## config.mk

```make
export PLATFORM = sky130hd
export DESIGN_NAME = tnt_token_emitter
export DESIGN_NICKNAME = d
export VERILOG_FILES = /design/src/rtl/tnt_pkg.sv /design/src/rtl/tnt_emitter_source.sv /design/src/rtl/tnt_token_emitter.sv
export SDC_FILE = /design/constraint.sdc
export NUM_CORES = 1
export LEC_CHECK = 0
export BUFFER_PORTS_ARGS = -buffer_cell sky130_fd_sc_hd__buf_4
export CORE_MARGIN = 4
export CORE_UTILIZATION = 58
export CTS_BUF_LIST = sky130_fd_sc_hd__clkbuf_4 sky130_fd_sc_hd__clkbuf_8 sky130_fd_sc_hd__clkbuf_16
export DETAILED_ROUTE_END_ITERATION = 8
export PLACE_DENSITY = 0.91
export SETUP_SLACK_MARGIN = 0.4
export SLEW_MARGIN = 20
export SYNTH_ARGS = -nofsm -noshare
export SYNTH_HDL_FRONTEND = slang
export SYNTH_SLANG_ARGS = --single-unit
```

## constraint.sdc

```tcl
create_clock -name clock_fast -period 10 [get_ports clock_fast]
set_input_delay 2 -clock clock_fast [delete_from_list [all_inputs] [get_ports clock_fast]]
set_output_delay 2 -clock clock_fast [all_outputs]
set_load 0.01 [all_outputs]
```

## src/rtl/tnt_pkg.sv

```systemverilog
`timescale 1ns/1ps
`default_nettype none
// +--------------------------------------------------------------------------+
// | Package     : tnt_pkg                                                    |
// | Description : Shared types and signed clamp/saturate helpers for the     |
// |               token emitter.                                             |
// | Revision    : 1.0 - initial release                                      |
// +--------------------------------------------------------------------------+
package tnt_pkg;

  // Working width for all emitter arithmetic. It must cover
  // PENDING_BITS + clog2(NUM_SOURCES) + 1 so that summing contributions and
  // adding the backlog never wraps before the final clamp.
  localparam int TNT_ACC_W = 32;

  // Widened signed type carrying per-source contributions and the delta sum.
  typedef logic signed [TNT_ACC_W-1:0] tnt_contrib_t;

  // Default widths of the output increment and the pending accumulator.
  localparam int TNT_NEW_TOKENS_BITS_DEF = 4;
  localparam int TNT_PENDING_BITS_DEF    = 8;

  // Largest value representable in a signed field of the given width.
  function automatic tnt_contrib_t tnt_smax(input int unsigned width);
    tnt_smax = (tnt_contrib_t'(1) <<< (width - 1)) - tnt_contrib_t'(1);
  endfunction

  // Smallest value representable in a signed field of the given width.
  function automatic tnt_contrib_t tnt_smin(input int unsigned width);
    tnt_smin = -(tnt_contrib_t'(1) <<< (width - 1));
  endfunction

  // Clamp a signed value into [lo, hi].
  function automatic tnt_contrib_t tnt_clamp(input tnt_contrib_t value,
                                             input tnt_contrib_t lo,
                                             input tnt_contrib_t hi);
    if (value > hi) begin
      tnt_clamp = hi;
    end else if (value < lo) begin
      tnt_clamp = lo;
    end else begin
      tnt_clamp = value;
    end
  endfunction

  // Saturate a signed value into the range of a signed field of 'width' bits.
  function automatic tnt_contrib_t tnt_sat(input tnt_contrib_t value,
                                           input int unsigned width);
    tnt_sat = tnt_clamp(value, tnt_smin(width), tnt_smax(width));
  endfunction

  // Default-width range limits, for reference by integrators.
  localparam tnt_contrib_t TNT_EMIT_MAX_DEF = tnt_smax(TNT_NEW_TOKENS_BITS_DEF);
  localparam tnt_contrib_t TNT_EMIT_MIN_DEF = tnt_smin(TNT_NEW_TOKENS_BITS_DEF);
  localparam tnt_contrib_t TNT_PEND_MAX_DEF = tnt_smax(TNT_PENDING_BITS_DEF);
  localparam tnt_contrib_t TNT_PEND_MIN_DEF = tnt_smin(TNT_PENDING_BITS_DEF);

endpackage : tnt_pkg
`default_nettype wire

```

## src/rtl/tnt_emitter_source.sv

```systemverilog
`timescale 1ns/1ps
`default_nettype none
// +--------------------------------------------------------------------------+
// | Module      : tnt_emitter_source                                         |
// | Description : One upstream source: tracks the token-present bit from     |
// |               start/end pulses and produces a signed contribution.       |
// |               Macro TNT_EMITTER_SUSTAIN_EN selects sustained drive        |
// |               (contribute +w every cycle while active) instead of the    |
// |               default impulse behaviour (+w on start, -w on end).        |
// | Revision    : 1.0 - initial release                                      |
// +--------------------------------------------------------------------------+
module tnt_emitter_source
  import tnt_pkg::*;
#(
  parameter int WEIGHT_BITS = 4
) (
  input  logic                          clk_i,
  input  logic                          rst_i,
  input  logic                          start_i,
  input  logic                          end_i,
  input  logic signed [WEIGHT_BITS-1:0] weight_i,
  output logic                          active_o,
  output tnt_contrib_t                  contrib_o
);

  logic         active_q;
  logic         active_d;
  logic         w_accept_start;
  logic         w_accept_end;
  tnt_contrib_t w_weight_ext;

  assign w_weight_ext = tnt_contrib_t'(weight_i);

  // Acceptance rules: redundant events and simultaneous start+end are no-ops.
  always_comb begin
    w_accept_start = start_i & ~end_i & ~active_q;
    w_accept_end   = end_i & ~start_i & active_q;
    active_d       = active_q;
    if (w_accept_start) begin
      active_d = 1'b1;
    end else if (w_accept_end) begin
      active_d = 1'b0;
    end
  end

`ifdef TNT_EMITTER_SUSTAIN_EN
  // Sustained drive: push +w every cycle the registered state says active;
  // the acceptance result only moves the state, it adds no impulse.
  always_comb begin
    contrib_o = active_q ? w_weight_ext : '0;
  end
`else
  // Impulse drive: a single +w on accepted start, -w on accepted end.
  always_comb begin
    contrib_o = '0;
    if (w_accept_start) begin
      contrib_o = w_weight_ext;
    end else if (w_accept_end) begin
      contrib_o = -w_weight_ext;
    end
  end
`endif

  // Token-present register; reset drops any in-flight token.
  always_ff @(posedge clk_i or posedge rst_i) begin
    if (rst_i) begin
      active_q <= 1'b0;
    end else begin
      active_q <= active_d;
    end
  end

  assign active_o = active_q;

endmodule : tnt_emitter_source
`default_nettype wire

```

## src/rtl/tnt_token_emitter.sv

```systemverilog
`timescale 1ns/1ps
`default_nettype none
// +--------------------------------------------------------------------------+
// | Module      : tnt_token_emitter                                          |
// | Description : Converts token start/end pulses from NUM_SOURCES upstream  |
// |               processors into signed per-cycle token increments,         |
// |               buffering excess in a saturating pending accumulator and   |
// |               draining it through a narrow saturated output.             |
// |               Optional macro TNT_EMITTER_SUSTAIN_EN (see                 |
// |               tnt_emitter_source) enables sustained drive.               |
// | Revision    : 1.0 - initial release                                      |
// +--------------------------------------------------------------------------+
module tnt_token_emitter
  import tnt_pkg::*;
#(
  parameter int NUM_SOURCES     = 4,
  parameter int WEIGHT_BITS     = 4,
  parameter int NEW_TOKENS_BITS = TNT_NEW_TOKENS_BITS_DEF,
  parameter int PENDING_BITS    = TNT_PENDING_BITS_DEF
) (
  input  logic                                 clock_fast,
  input  logic                                 reset,
  input  logic        [NUM_SOURCES-1:0]        token_start,
  input  logic        [NUM_SOURCES-1:0]        token_end,
  input  logic        [NUM_SOURCES*WEIGHT_BITS-1:0] weights,
  input  logic                                 enable,
  input  logic                                 clear_overflow,
  output logic signed [NEW_TOKENS_BITS-1:0]    new_tokens,
  output logic signed [PENDING_BITS-1:0]       pending,
  output logic        [NUM_SOURCES-1:0]        active,
  output logic                                 overflow
);

  localparam tnt_contrib_t c_EMIT_MAX = tnt_smax(NEW_TOKENS_BITS);
  localparam tnt_contrib_t c_EMIT_MIN = tnt_smin(NEW_TOKENS_BITS);
  localparam tnt_contrib_t c_PEND_MAX = tnt_smax(PENDING_BITS);
  localparam tnt_contrib_t c_PEND_MIN = tnt_smin(PENDING_BITS);

  tnt_contrib_t                       w_contrib [NUM_SOURCES];
  tnt_contrib_t                       w_delta;
  tnt_contrib_t                       w_total;
  tnt_contrib_t                       w_emit;
  tnt_contrib_t                       w_rem;
  tnt_contrib_t                       w_pend_sat;
  logic                               w_sat_hit;

  logic signed [NEW_TOKENS_BITS-1:0]  new_tokens_q;
  logic signed [NEW_TOKENS_BITS-1:0]  new_tokens_d;
  logic signed [PENDING_BITS-1:0]     pending_q;
  logic signed [PENDING_BITS-1:0]     pending_d;
  logic                               overflow_q;
  logic                               overflow_d;

  // One acceptance/contribution slice per upstream source.
  for (genvar gi = 0; gi < NUM_SOURCES; gi++) begin : g_src
    tnt_emitter_source #(
      .WEIGHT_BITS (WEIGHT_BITS)
    ) u_src (
      .clk_i     (clock_fast),
      .rst_i     (reset),
      .start_i   (token_start[gi]),
      .end_i     (token_end[gi]),
      .weight_i  (weights[gi*WEIGHT_BITS +: WEIGHT_BITS]),
      .active_o  (active[gi]),
      .contrib_o (w_contrib[gi])
    );
  end : g_src

  // Sum contributions, split the total into emit and residual backlog, and
  // saturate the backlog. Emit is clamped from total, so it never has the
  // opposite sign of total and draining alone cannot flip the backlog sign.
  always_comb begin
    w_delta = '0;
    for (int i = 0; i < NUM_SOURCES; i++) begin
      w_delta = w_delta + w_contrib[i];
    end
    w_total = tnt_contrib_t'(pending_q) + w_delta;

    if (enable) begin
      w_emit = tnt_clamp(w_total, c_EMIT_MIN, c_EMIT_MAX);
    end else begin
      w_emit = '0;
    end
    w_rem      = w_total - w_emit;
    w_pend_sat = tnt_clamp(w_rem, c_PEND_MIN, c_PEND_MAX);
    w_sat_hit  = (w_pend_sat != w_rem);

    new_tokens_d = NEW_TOKENS_BITS'(w_emit);
    pending_d    = PENDING_BITS'(w_pend_sat);
    // A saturation event takes priority over a clear in the same cycle.
    overflow_d   = w_sat_hit | (overflow_q & ~clear_overflow);
  end

  // Output and backlog registers; reset discards the backlog immediately.
  always_ff @(posedge clock_fast or posedge reset) begin
    if (reset) begin
      new_tokens_q <= '0;
      pending_q    <= '0;
      overflow_q   <= 1'b0;
    end else begin
      new_tokens_q <= new_tokens_d;
      pending_q    <= pending_d;
      overflow_q   <= overflow_d;
    end
  end

  assign new_tokens = new_tokens_q;
  assign pending    = pending_q;
  assign overflow   = overflow_q;

endmodule : tnt_token_emitter
`default_nettype wire

```

==> metrics.txt, run 1 <==
Worst Setup Slack post-DPL=-2.01 ns; stage at which the flow ended=global routing (5_1_grt); post-detail-place hpwl=24800 µm; num rows=39; Post-synth EDFFs=0; most used flip-flop cell after synthesis=sky130_fd_sc_hd__dfrtp_1; vias in the first global route=12400; maximum clock insertion buffer count=2; die height=117 µm; cell at the root of the clock tree=sky130_fd_sc_hd__clkbuf_16; synthesis warning total=0; clock sink count=17; die span in x=117 µm; sequential area share after synthesis=0.0617; IO Count=45; status=aborted with a tool error; Distinct cells, synth=85; total global routing overflow=89; Run Error=[ERROR GRT-0116] Global routing finished with congestion. Check the congestion regions in the DRC Viewer.; wire length of the first global-routing pass=78800 µm; number of nets in the synthesized netlist=1070; number of H-tree levels=1; port buffer count=44; final estimated routing congestion in global placement=1.12; Cell Area, Synth=6900 µm²; cell count after synthesis=913; Async S/R FF share, synth=1.00; global router's overall resource usage=0.782; initial standard-cell utilization of the core=0.599; number of CTS-inserted buffers=3; Post-CTS Hold Fix Bufs=0; Seq cells post-synth=17; Mean Syn Cell Area=7.56 µm²; largest net degree at the start of global routing=20
## synth_stat cells (all sizes together), types with 12 or more instances
cell type | instances | area share
dfrtp | 17 | 0.062
o21ai | 95 | 0.070
xnor2 | 28 | 0.036
nand2 | 67 | 0.036
fa | 54 | 0.16
nand2b | 15 | 0.014
inv | 115 | 0.063
or3 | 13 | 0.014
and2 | 13 | 0.012
xor2 | 17 | 0.022
nand4 | 15 | 0.016
ha | 75 | 0.14
a21o | 12 | 0.013
clkbuf | 13 | 0.0071
nor2 | 61 | 0.033
o21a | 16 | 0.017
nand3 | 22 | 0.016
buf | 12 | 0.011
nor3 | 16 | 0.012
o211ai | 17 | 0.019
a21oi | 72 | 0.054
## routing by layer
| layer | GRT usage | GRT overflow |
|---|---|---|
| met1 | 0.760 | 1 |
| met5 | 0.359 | 0 |
| met2 | 0.929 | 46 |
| met4 | 0.808 | 41 |
| met3 | 0.658 | 1 |
## cells by family after synthesis
logic type               Yosys count  share of synthesized area
multiplexers                       4                    0.00580
adder cells (fa/ha/maj)          133                      0.299
AO/OA/AOI/OAI                    293                      0.277
buffers and inverters            140                     0.0811
AND/OR/NAND/NOR                  281                      0.219
flip-flops                        17                     0.0617
XOR/XNOR                          45                     0.0571
## through the flow
| step | util | std cells | TNS, ns | hold WS, ns | area (µm²) |
|---|---|---|---|---|---|
| 2_1_floorplan | - | 913 | -2.76 | 0.567 | 7130 |
| 3_3_place_gp | 0.838 | 1364 | -9.93 | 0.592 | 9650 |
| 4_1_cts | 0.897 | 1398 | -9.54 | 0.589 | 10300 |
| 3_5_place_dp | 0.838 | 1364 | -16.29 | 0.570 | 9650 |
## what timing repair did
item                       CTS
buffers inserted            30
setup endpoints to repair    9
gates resized for setup     85
pin swaps                   63
==> run 2: changes to the inputs <==
- CORE_UTILIZATION: 58 -> 40
- CTS_BUF_LIST: sky130_fd_sc_hd__clkbuf_4 sky130_fd_sc_hd__clkbuf_8 sky130_fd_sc_hd__clkbuf_16 -> unset
- PLACE_DENSITY: 0.91 -> unset
- PLACE_DENSITY_LB_ADDON: unset -> 0.15
- SETUP_SLACK_MARGIN: 0.4 -> unset
- clock period: 10 -> 13 ns (I/O delays scaled with it)
==> run 2 against run 1 <==
  * The run now ends clean
  * Synthesized area unchanged
  * Synthesized cell count unchanged
==> metrics.txt, run 2 <==
Distinct cells, synth=85 (unchanged); end of the worst hold path=g_src[0].u_src.active_o; area of the core=16800 µm²; Slew HR=0.349; initial antenna violation count=0; global router's overall resource usage=0.203; layout cell share with drive strength beyond 1=0.118; max incr delay on CP=0.77 ns; Mean Syn Cell Area=7.56 µm² (unchanged); peak-usage layer in the global routing report=met2; Vias/cell=5.63; number of optimization iterations in the first detailed-route pass=5; Seq cells post-synth=17 (unchanged); DRC violations left=0; area overhead of the layout relative to synthesis=11.3%; required time of the worst setup path=13.15 ns; total global routing overflow=0; number of inserted diodes=0; path category of the worst min-delay check=flip-flop to flip-flop; most frequent cells in the layout=115 x sky130_fd_sc_hd__inv_1, 89 x sky130_fd_sc_hd__o21ai_0, 73 x sky130_fd_sc_hd__ha_1; number of CTS-inserted buffers=3 (unchanged); final layout net count=1118; synthesis warning total=0 (unchanged); area of the die=19400 µm²; register clock-pin slew on the reported worst setup and hold paths=0.07 ns; Largest register FFs=8; post-detail-place hpwl=17400 µm (-30%); number of antenna-violating nets in the routed design=0; kind of end point of the critical path=flip-flop; r2r endpoint=overflow; Max-cap violations=0; Worst Reg2Reg Path Length in Cells=38; detail-routed net length per standard cell=17.3 µm; final max-slew violation count=0; WL final=20400 µm; Async S/R FF share, synth=1.00 (unchanged); Max Fclk=81.2 MHz; clk_skew=0.00269 ns; status=complete, no violations; global-route met3 utilization=0.0202; total of endpoints with negative setup slack in the final report=0; vias in the first global route=6292; setup slack on the worst flop-to-flop path=2.81 ns; largest net degree at the start of global routing=18; unrepaired setup endpoints after global routing=no; TritonCTS clock tree=done; startpoint of the lowest-slack hold path=g_src[0].u_src.active_o; number of nets in the synthesized netlist=1070 (unchanged); top post-synthesis cells by count=115 x sky130_fd_sc_hd__inv_1, 91 x sky130_fd_sc_hd__o21ai_0, 75 x sky130_fd_sc_hd__ha_1, 69 x sky130_fd_sc_hd__a21oi_1, 67 x sky130_fd_sc_hd__nand2_1; wire length of the first global-routing pass=32800 µm; Crit-path slowest cell=sky130_fd_sc_hd__a211oi_1; number of H-tree levels=1 (unchanged); port buffer count=44 (unchanged); die span in x=139 µm (+19%); num rows=47 (+21%); most frequent cell after synthesis=sky130_fd_sc_hd__inv_1; initial detailed-routing violation count=405; count of vias placed by the detailed router=6646; RR Startpoint=g_src[0].u_src.active_o; GR Util met2=0.324; CP most frequent cell=sky130_fd_sc_hd__ha_1; buffers and inverters on the worst path=4; met1 Track Usage GR=0.302; sequential area share after synthesis=0.0617 (unchanged); cell taking the most area after synthesis=sky130_fd_sc_hd__fa_1; cell at the root of the clock tree=sky130_fd_sc_hd__clkbuf_16; Setup crit start kind=input port; clock sink count=17 (unchanged); crit path DAT=12.47 ns; Post-synth EDFFs=0 (unchanged); Largest delay share family, worst path=simple AND/OR/NAND/NOR gates; initial standard-cell utilization of the core=0.412 (-0.187); final critical-path required period=12.32 ns; maximum clock insertion buffer count=2 (unchanged); Cell Area, Synth=6900 µm² (unchanged); synth top area cells=sky130_fd_sc_hd__fa_1 16%, sky130_fd_sc_hd__ha_1 14%, sky130_fd_sc_hd__o21ai_0 6.6%; Critical Path Fanout Max=8; sum of negative setup slack=0 ns; hold depth=1; insertion delay to the later sink of the worst-skew pair=0.26 ns; final estimated routing congestion in global placement=0.915 (-18%); cell count after synthesis=913 (unchanged); IO Count=45 (unchanged); period utilization=0.948; slew of the pin with the lowest slew margin=0.971 ns; most used flip-flop cell after synthesis=sky130_fd_sc_hd__dfrtp_1; crit path kind=input port to flip-flop; commonest non-fill, non-tap cell in the layout=sky130_fd_sc_hd__inv_1; final number of hold-violating endpoints=0; share of Yosys cell area claimed by the top area cell type=0.157 (unchanged); die height=139 µm (+19%)
## run 2: cell counts after synthesis
No cell type changed its count.
## run 2: cells by family (layout without fill, tap and decap cells)
group | Yosys count | in the layout | share of synthesized area
AO/OA/AOI/OAI | 293 | 293 | 0.277
AND/OR/NAND/NOR | 281 | 281 | 0.219
buffers and inverters | 140 | 187 | 0.0811
adder cells (fa/ha/maj) | 133 | 133 | 0.299
XOR/XNOR | 45 | 45 | 0.0571
flip-flops | 17 | 17 | 0.0617
multiplexers | 4 | 4 | 0.00580
## run 2: repair_timing
item | 4_1_cts | 5_1_grt
setup endpoints to repair | 0 | 9
endpoints found under the hold margin | 0 | 0
resized for setup | 0 | 12
setup buffers | 0 | 1
hold buffers | 0 | 0
## run 2: routing by layer
metal	wire length, µm	vias up	share of wire
li1	-	3344	-
met1	9810	3107	0.48
met2	9230	175	0.45
met3	999	20	0.049
met4	374	0	0.018
met5	0	-	0
## run 2: layout make-up
cell class,count,area [µm²]
Multi-Input combinational cell,756,5950
Clock buffer,3,75.1
Fill cell,1716,9080
Inverter,115,432
Sequential cell,17,425
Timing Repair Buffer,68,510
Tap cell,220,275
Clock inverter,1,7.51
## run 2: worst max path at each step
| stage | start | to | slack (ns) | cells after the start |
|---|---|---|---|---|
| final | weights[5] | overflow | 0.68 | 38 |
| after global routing | weights[5] | overflow | 0.009 | 38 |
| after CTS | weights[2] | overflow | 0.43 | 43 |
| after detailed placement | weights[2] | overflow | 0.21 | 43 |
| after global placement | weights[2] | overflow | 0.27 | 43 |
| after floorplan | weights[1] | overflow | 0.91 | 39 |
## run 2: per-stage QoR
step	cells	area, µm²	worst slack (ns)	utilization	hold slack [ns]
floorplan	913	6900	0.905	-	0.567
global placement	1175	7550	0.275	0.450	0.595
detailed placement	1175	7550	0.209	0.450	0.605
CTS	1179	7630	0.434	0.455	0.619
global route	1180	7680	0.00901	0.458	0.651
finish	1180	7680	0.681	0.458	0.619
Power of run 2 is left out: the tool's default activity adds up to more than one toggle a clock period on the data nets, which glitch-free logic cannot reach.
==> run 3: changes to the inputs <==
- CORE_ASPECT_RATIO: unset -> 1.75
- PLACE_DENSITY: unset -> 0.64
- PLACE_DENSITY_LB_ADDON: 0.15 -> unset
==> run 3 against run 2 <==
  * Critical path depth is 1 lower
  * Global-route usage is 3.0 points higher
  * Register-to-register slack worse by 0.30 ns
  * Fmax is 1.7% lower
  * Highest routed layer unchanged
  * Worst hold slack better by 0.012 ns
  * Critical endpoint unchanged
==> metrics.txt, run 3 (synthesis gave the netlist of run 2 again) <==
status=complete, no violations; Setup crit start kind=input port; r2r endpoint=overflow; final number of hold-violating endpoints=0 (unchanged); max incr delay on CP=0.62 ns (-0.15 ns); required time of the worst setup path=13.14 ns (about the same); die height=182 µm (+30%); hold depth=2 (+1); post-detail-place hpwl=19600 µm (+13%); num rows=63 (+34%); insertion delay to the later sink of the worst-skew pair=0.25 ns (about the same); area overhead of the layout relative to synthesis=18.4%; crit path DAT=12.67 ns (+0.20 ns); die span in x=107 µm (-23%); Max-cap violations=0 (unchanged); setup slack on the worst flop-to-flop path=2.51 ns (-0.30 ns); register clock-pin slew on the reported worst setup and hold paths=0.06 ns (about the same); RR Startpoint=g_src[0].u_src.active_o; initial detailed-routing violation count=403 (-0.49%); number of optimization iterations in the first detailed-route pass=5 (unchanged); Post-CTS Hold Fix Bufs=0 (unchanged); Critical Path Fanout Max=11 (+3); total global routing overflow=0 (unchanged); number of H-tree levels=1 (unchanged); final layout net count=1175 (+5.1%); detail-routed net length per standard cell=18.2 µm (+5.4%); Crit-path slowest cell=sky130_fd_sc_hd__fa_1; total of endpoints with negative setup slack in the final report=0 (unchanged); most frequent cells in the layout=124 x sky130_fd_sc_hd__buf_4, 115 x sky130_fd_sc_hd__inv_1, 88 x sky130_fd_sc_hd__o21ai_0; CP most frequent cell=sky130_fd_sc_hd__ha_1; WL final=22700 µm (+11%); end of the worst hold path=overflow; path category of the worst min-delay check=flip-flop to flip-flop; final estimated routing congestion in global placement=0.924 (+1.0%); port buffer count=44 (unchanged); startpoint of the lowest-slack hold path=overflow; wire length of the first global-routing pass=36300 µm (+11%); maximum clock insertion buffer count=2 (unchanged); Cell Count, Final, Fillers Out=1244 (+5.4%); area of the core=16900 µm² (+1.1%); Vias/cell=5.71 (+1.4%); Slew HR=0.514 (+0.165); period utilization=0.964 (+0.0163); number of CTS-inserted buffers=3 (unchanged); vias in the first global route=7281 (+16%); Largest register FFs=8 (unchanged); clk_skew=0.00462 ns (+0.00193 ns); DRC violations left=0 (unchanged); kind of end point of the critical path=flip-flop; global router's overall resource usage=0.234 (+0.0303); cell at the root of the clock tree=sky130_fd_sc_hd__clkbuf_16; layout cell share with drive strength beyond 1=0.172 (+0.0544); crit path kind=input port to flip-flop; Max Fclk=79.8 MHz (-1.7%); count of vias placed by the detailed router=7103 (+6.9%); commonest non-fill, non-tap cell in the layout=sky130_fd_sc_hd__buf_4; Worst Reg2Reg Path Length in Cells=37 (-2.6%); slew of the pin with the lowest slew margin=0.728 ns (-0.243 ns); clock sink count=17 (unchanged); number of antenna-violating nets in the routed design=0 (unchanged); initial antenna violation count=0 (unchanged); largest net degree at the start of global routing=21 (+3); initial standard-cell utilization of the core=0.407 (-0.00456); timing startpoint of the critical path=weights[5]; IO Count=45 (unchanged); number of inserted diodes=0 (unchanged); final max-slew violation count=0 (unchanged); total instance count after detailed placement=1238 (+5.4%); TritonCTS clock tree=done; final critical-path required period=12.53 ns (+0.212 ns); area of the die=19500 µm² (+0.43%)
[run 3: changes by cell type in the layout (fill, tap and decap cells not counted), sizes merged]
cell      delta
buf         +57
clkinv       +1
clkinvlp     -1
[run 3: layer usage]
layer | GRT usage | vias up | part of all wire
met1 | 0.231 | 3401 | 0.35
met3 | 0.0107 | 69 | 0.020
met2 | 0.468 | 168 | 0.56
met5 | 0 | - | 0
met4 | 0.127 | 0 | 0.067
li1 | - | 3465 | -
[run 3: worst max path at each step]
stage,endpoint,slack (ns),cells past startpoint
detailed placement,overflow,-0.38,43
global route,overflow,-0.03,43
CTS,overflow,0.01,43
finish,overflow,0.47,37
global placement,overflow,-0.36,43
floorplan,overflow,0.91,39
[run 3: cell type report]
type | instances | area (µm²)
Clock inverter | 1 | 5.00
Sequential cell | 17 | 425
Timing Repair Buffer | 125 | 942
Fill cell | 1717 | 8780
Clock buffer | 3 | 75.1
Multi-Input combinational cell | 756 | 6000
Tap cell | 227 | 284
Inverter | 115 | 432
[run 3: worst max-delay path, delay by kind of cell]
kind	cells	cell delay (ns)
buf+inv	4	0.45
fa+ha+maj	8	3.30
compound gates	14	3.37
simple gates	11	2.93
[run 3: repair_timing]
action,4_1_cts,5_1_grt
pin swaps,0,2
setup buffers,0,2
resized for setup,2,20
endpoints found under the setup margin,8,9
[run 3: through the flow]
| stage | setup TNS (ns) | cell area [µm²] | hold WS, ns | setup slack (ns) | utilization |
|---|---|---|---|---|---|
| after floorplan | 0 | 6900 | 0.567 | 0.905 | - |
| after global placement | -1.92 | 7980 | 0.612 | -0.361 | 0.471 |
| after detailed placement | -2.27 | 7980 | 0.611 | -0.381 | 0.471 |
| after CTS | 0 | 8060 | 0.626 | 0.0148 | 0.476 |
| after global routing | -0.0252 | 8170 | 0.644 | -0.0252 | 0.482 |
| final | 0 | 8170 | 0.631 | 0.468 | 0.482 |
Power of run 3 is left out for the same reason.
